**src/rtl/alu_fu_pipe_pkg.sv**
```systemverilog
// alu_fu_pipe_pkg: shared types and sizes for the ALU functional unit
package alu_fu_pipe_pkg;
    localparam int ALU_LAT = 3;
    localparam int ROB_W   = 5;
    localparam int PREG_W  = 7;
    localparam int XLEN    = 32;

    typedef enum logic [3:0] {
        ALU_ADD = 4'd0, ALU_SUB, ALU_AND, ALU_OR, ALU_XOR,
        ALU_SLL, ALU_SRL, ALU_SRA, ALU_SLT, ALU_SLTU, ALU_PASSB
    } alu_op_e;

    typedef struct packed {
        logic [ROB_W-1:0]  rob_index;
        logic [PREG_W-1:0] pd;
    } rs_data;

    typedef struct packed {
        logic              valid;
        logic [ROB_W-1:0]  rob;
        logic [PREG_W-1:0] pd;
        logic [XLEN-1:0]   result;
    } alu_stage_t;
endpackage

```
**src/rtl/alu_fu_pipe_compute.sv**
```systemverilog
// alu_fu_pipe_compute: combinational ALU, (a, b, op) -> result; undefined ops give 0
module alu_fu_pipe_compute
    import alu_fu_pipe_pkg::*;
(
    input  logic [XLEN-1:0] a,
    input  logic [XLEN-1:0] b,
    input  alu_op_e         op,
    output logic [XLEN-1:0] result
);
    logic [4:0] shamt;
    assign shamt = b[4:0];
    always_comb begin
        case (op)
            ALU_ADD:   result = a + b;
            ALU_SUB:   result = a - b;
            ALU_AND:   result = a & b;
            ALU_OR:    result = a | b;
            ALU_XOR:   result = a ^ b;
            ALU_SLL:   result = a << shamt;
            ALU_SRL:   result = a >> shamt;
            ALU_SRA:   result = $unsigned($signed(a) >>> shamt);
            ALU_SLT:   result = XLEN'($signed(a) < $signed(b));
            ALU_SLTU:  result = XLEN'(a < b);
            ALU_PASSB: result = b;
            default:   result = '0;
        endcase
    end
endmodule

```
**src/rtl/alu_fu_pipe.sv**
```systemverilog
// alu_fu_pipe: fixed-latency ALU functional unit with elastic stall chain
//   in : clk, reset (sync, active-low), alu_issued/rs_alu/alu_op/use_imm/imm/ps1_val/ps2_val
//        (issue), flush (kill in-flight), wb_grant (consumer takes completion)
//   out: fu_alu_ready, fu_alu_done, rob_fu_alu, p_alu_in, data_alu_in
module alu_fu_pipe
    import alu_fu_pipe_pkg::*;
#(
    parameter int LAT = ALU_LAT
) (
    input  logic              clk,
    input  logic              reset,
    input  logic              alu_issued,
    input  rs_data            rs_alu,
    input  alu_op_e           alu_op,
    input  logic              use_imm,
    input  logic [XLEN-1:0]   imm,
    input  logic [XLEN-1:0]   ps1_val,
    input  logic [XLEN-1:0]   ps2_val,
    input  logic              flush,
    input  logic              wb_grant,
    output logic              fu_alu_ready,
    output logic              fu_alu_done,
    output logic [ROB_W-1:0]  rob_fu_alu,
    output logic [PREG_W-1:0] p_alu_in,
    output logic [XLEN-1:0]   data_alu_in
);
    alu_stage_t      st [LAT];
    alu_stage_t      s1_in;
    logic [LAT-1:0]  v;
    logic [LAT-1:0]  take;
    logic [XLEN-1:0] res;

    alu_fu_pipe_compute u_compute (
        .a      (ps1_val),
        .b      (use_imm ? imm : ps2_val),
        .op     (alu_op),
        .result (res)
    );

    // A stage can load iff the output is being granted or some stage at or
    // beyond it is empty: bubbles anywhere downstream let everything behind shift.
    genvar i;
    for (i = 0; i < LAT; i++) begin : g_take
        assign v[i]    = st[i].valid;
        assign take[i] = wb_grant || (v[LAT-1:i] != '1);
    end

    assign fu_alu_ready = take[0];
    assign s1_in = '{valid: alu_issued, rob: rs_alu.rob_index, pd: rs_alu.pd,
                     result: (rs_alu.pd == '0) ? '0 : res};

    always_ff @(posedge clk) begin
        if (!reset || flush) begin
            for (int k = 0; k < LAT; k++) st[k] <= '0;
        end else begin
            if (take[0]) st[0] <= s1_in;
            for (int k = 1; k < LAT; k++) if (take[k]) st[k] <= st[k-1];
        end
    end

    assign fu_alu_done = st[LAT-1].valid;
    assign rob_fu_alu  = st[LAT-1].rob;
    assign p_alu_in    = st[LAT-1].pd;
    assign data_alu_in = st[LAT-1].result;

    a_issue_ready: assert property (@(posedge clk) disable iff (!reset) alu_issued |-> fu_alu_ready)
        else $error("alu_fu_pipe: issue while not ready");
endmodule

```
**config.mk**
```make
export PLATFORM = sky130hd
export DESIGN_NAME = alu_fu_pipe
export DESIGN_NICKNAME = d
export VERILOG_FILES = /design/src/rtl/alu_fu_pipe_pkg.sv /design/src/rtl/alu_fu_pipe_compute.sv /design/src/rtl/alu_fu_pipe.sv
export SDC_FILE = /design/constraint.sdc
export NUM_CORES = 1
export LEC_CHECK = 0
export CORE_MARGIN = 4
export CORE_UTILIZATION = 35
export CTS_CLUSTER_SIZE = 30
export DETAILED_ROUTE_END_ITERATION = 8
export PLACE_DENSITY_LB_ADDON = 0.2
export SETUP_SLACK_MARGIN = 0.05
export SYNTH_ARGS = -nofsm -noshare
export SYNTH_HDL_FRONTEND = slang
export SYNTH_HIERARCHICAL = 1
export SYNTH_SLANG_ARGS = --single-unit
```
**constraint.sdc**
```tcl
create_clock -name clk -period 14.1 [get_ports clk]
set_clock_uncertainty 0.2 [all_clocks]
set_input_delay 2.82 -clock clk [delete_from_list [all_inputs] [get_ports clk]]
set_output_delay 2.82 -clock clk [all_outputs]
set_load 0.01 [all_outputs]
```
==> metrics.cfg <==
[synth]
synth_top_area_share_pct = 27.6
yosys.cell_count.top_type = nor2_1
syn_nets = 1941
synth_area_per_cell_sq_um = 8.55
synth_top_area_cell = edfxtp_1
postSynthRegisterBits = 135
ys_seq_area_share_pct = 27.6
synthFlopType = edfxtp_1
async_reset_ff_share_pct = 0
synth.area.top_cells = edfxtp_1 28%, ha_1 8.6%, mux4_2 5.7%, nor2_1 5.1%, and2_1 4.5%
yosys_warnings = 6
synth_enable_flop_cells = 135
yosysUniqueCellTypes = 85
synth_area_sq_mm = 0.0147
ys_top_cells_by_count = 198 x nor2_1, 135 x edfxtp_1, 120 x a21oi_1
syn_inst = 1720

[clocking]
clockBufferDepth = 2
ctsRootBufferMaster = clkbuf_16
cts_resized = 0
cts_buffers = 17
numClockSinks = 135
post-cts-setup-buffers = 0
cts_hold_buf = 0
htree_levels = 4
clkTransAtPathRegs_ns = 0.06
clkLatencyLatePin_ns = 0.41
cts_tree = built

[floorplan]
dieHeight_microns = 213
fp.dieW_microns = 213
initial_core_util_pct = 35.7
placementRows = 74
ios = 164
dieArea_sq_mm = 0.0454
core_area_sq_mm = 0.0412

[finish]
nets = 1975
drive_gt1_share_pct = 10.7
final_cell_area_sq_mm = 0.0168
multi_input_comb_area_sq_mm = 0.00935
area_delta_synth_final_pct = 14.3
largest_reg_flops = 135
area.sequential_sq_mm = 0.00405
antenna_cells = 0
reg_top3 = st x135
largest_register = st
final_util_pct = 40.8
num-fill-cells = 4213
finalNonFillerCells = 2299

[timing]
min_period_ns = 7.34
fin_crit_sh_pct = 52.1
fmax_mhz = 136
setup_viol_count_final = 0
fin_ws_ns = 6.76
hold_violations = 0
rsz0062_at_grt = false
slew_viol_final = 0
relSlewSlack_pct = 27.4
tns_ns = 0
tightest_slew_ns = 1.09

[setup_path]
required_ns = 14.07
worst-setup-path-type = primary input to flop
cp.arrival_ns = 7.31
critPathMaxFanout = 63
end_kind = flop
critPathLaunchType = primary input

[grt]
grt_pass1_wl_microns = 82800
antenna_found_initial = 1
grt_pass1_vias = 12876
overflow = 0
grt_usage_pct = 24.1
grt_max_degree = 136

[routing]
vias = 13636
drc = 0
firstDrtPassIters = 7
antenna_left = 0
drt_iter0_drc = 1484
vias_per_cell = 5.93
wl_per_cell_microns = 24.5
finalWirelength_microns = 56300

[pwr]
leakagePower_uw = 0.00693
power_density_mw_per_mm2 = 82.6
ir_worst_vdd_mv = 0.0789

[job]
cap_violations = 0

[run_status]
status = finished clean

[placement]
place.gp.congestion = 1.01
pre_cts_ws_ns = 6.47
portBuffers = 163
dp_hpwl_microns = 42900
placed_area_sq_mm = 0.0163
dpl.cell_count = 2267

[min_path]
hp-class = flop to flop

[through the flow]
step	hold slack (ns)	total power, uW
2_1_floorplan	0.297	792
3_3_place_gp	0.299	971
5_1_grt	0.326	1460
4_1_cts	0.313	1390
6_report	0.311	1390
3_5_place_dp	0.302	968
[worst max-delay path, stage by stage]
cell and delay (ns):
clkdlybuf4s50_1 0.45, mux2_2 0.13, buf_4 0.50, inv_1 0.42
ha_1 0.60, nor2_1 0.09, a221oi_1 0.54, nand3b_1 0.29
a21oi_4 0.14, o211ai_1 0.31, a2bb2oi_1 0.15, a211oi_1 0.28
o21ai_0 0.14, a31o_2 0.26, and3_1 0.13
[layout by cell type, fill, tap and decap left out, types with 12 or more instances in the layout]
master | synthesis | routed
o22ai_1 | 12 | 12
o21ai_0 | 111 | 111
a21oi_1 | 120 | 120
a211oi_1 | 12 | 12
nor4_1 | 13 | 13
nand3_1 | 33 | 32
and2_1 | 106 | 106
mux4_2 | 37 | 37
nor2_1 | 198 | 197
a31oi_1 | 12 | 12
xnor2_1 | 13 | 13
edfxtp_1 | 135 | 135
a21o_1 | 17 | 17
or3_1 | 15 | 15
and3_2 | 27 | 27
mux2_2 | 40 | 39
clkbuf_16 | 0 | 17
o31ai_1 | 17 | 17
a22oi_1 | 24 | 24
o2111ai_1 | 13 | 13
mux2i_1 | 49 | 49
inv_1 | 101 | 100
nor3_1 | 35 | 33
clkdlybuf4s50_1 | 0 | 161
a221oi_1 | 23 | 23
o211ai_1 | 22 | 22
nand2_1 | 99 | 98
ha_1 | 101 | 101
nand2b_1 | 14 | 14
buf_4 | 51 | 23
[cell families (layout without fill, tap and decap cells)]
logic type	count (synthesis)	count (layout)	share of synthesized area, %
buffers and inverters	275	322	9.06
multiplexers	129	129	12.3
AO/OA/AOI/OAI	478	478	21.6
AND/OR/NAND/NOR	584	584	19.6
flip-flops	135	135	27.6
adder cells (fa/ha/maj)	103	103	8.86
XOR/XNOR	16	16	0.953
[where the power goes]
group          switching [uW]  total [uW]  internal (uW)
registers                2.36         450            447
logic                     330         523            193
clock network             173         416            243
total                     505        1390            884
[layout make-up]
cell class / instances / share of cell area [%]
clock buffers: 18 / 2.55
clock inverters: 14 / 0.752
inverters: 104 / 2.32
multi-input cells: 1310 / 55.6
flip-flops and latches: 135 / 24.1
well taps: 532 / 3.96
repair buffers: 186 / 10.7
[routing by layer]
metal  vias up  wire length (microns)  global-route usage (%)  share of wire, %
li1       6337                      -                       -                 -
met1      6672                  25600                    34.7                45
met2       565                  26000                    39.2                46
met3        62                   3590                    2.47               6.4
met4         0                   1110                    5.49               2.0
met5         -                      0                       0                 0
[worst paths after layout]
check	start	cells after the start	endpoint	slack, ns
min reg2reg	st[0][77]$_SDFFCE_PN0P_	1	st[0][122]$_SDFFCE_PN0P_	0.31
max reg2reg	st[0][134]$_SDFFCE_PN0P_	3	st[0][50]$_SDFFCE_PN0P_	11.64
max	imm[2]	15	st[0][31]$_SDFFCE_PP0P_	6.76
min	st[0][77]$_SDFFCE_PN0P_	1	st[0][122]$_SDFFCE_PN0P_	0.31
(Power assumes the default switching activity.)
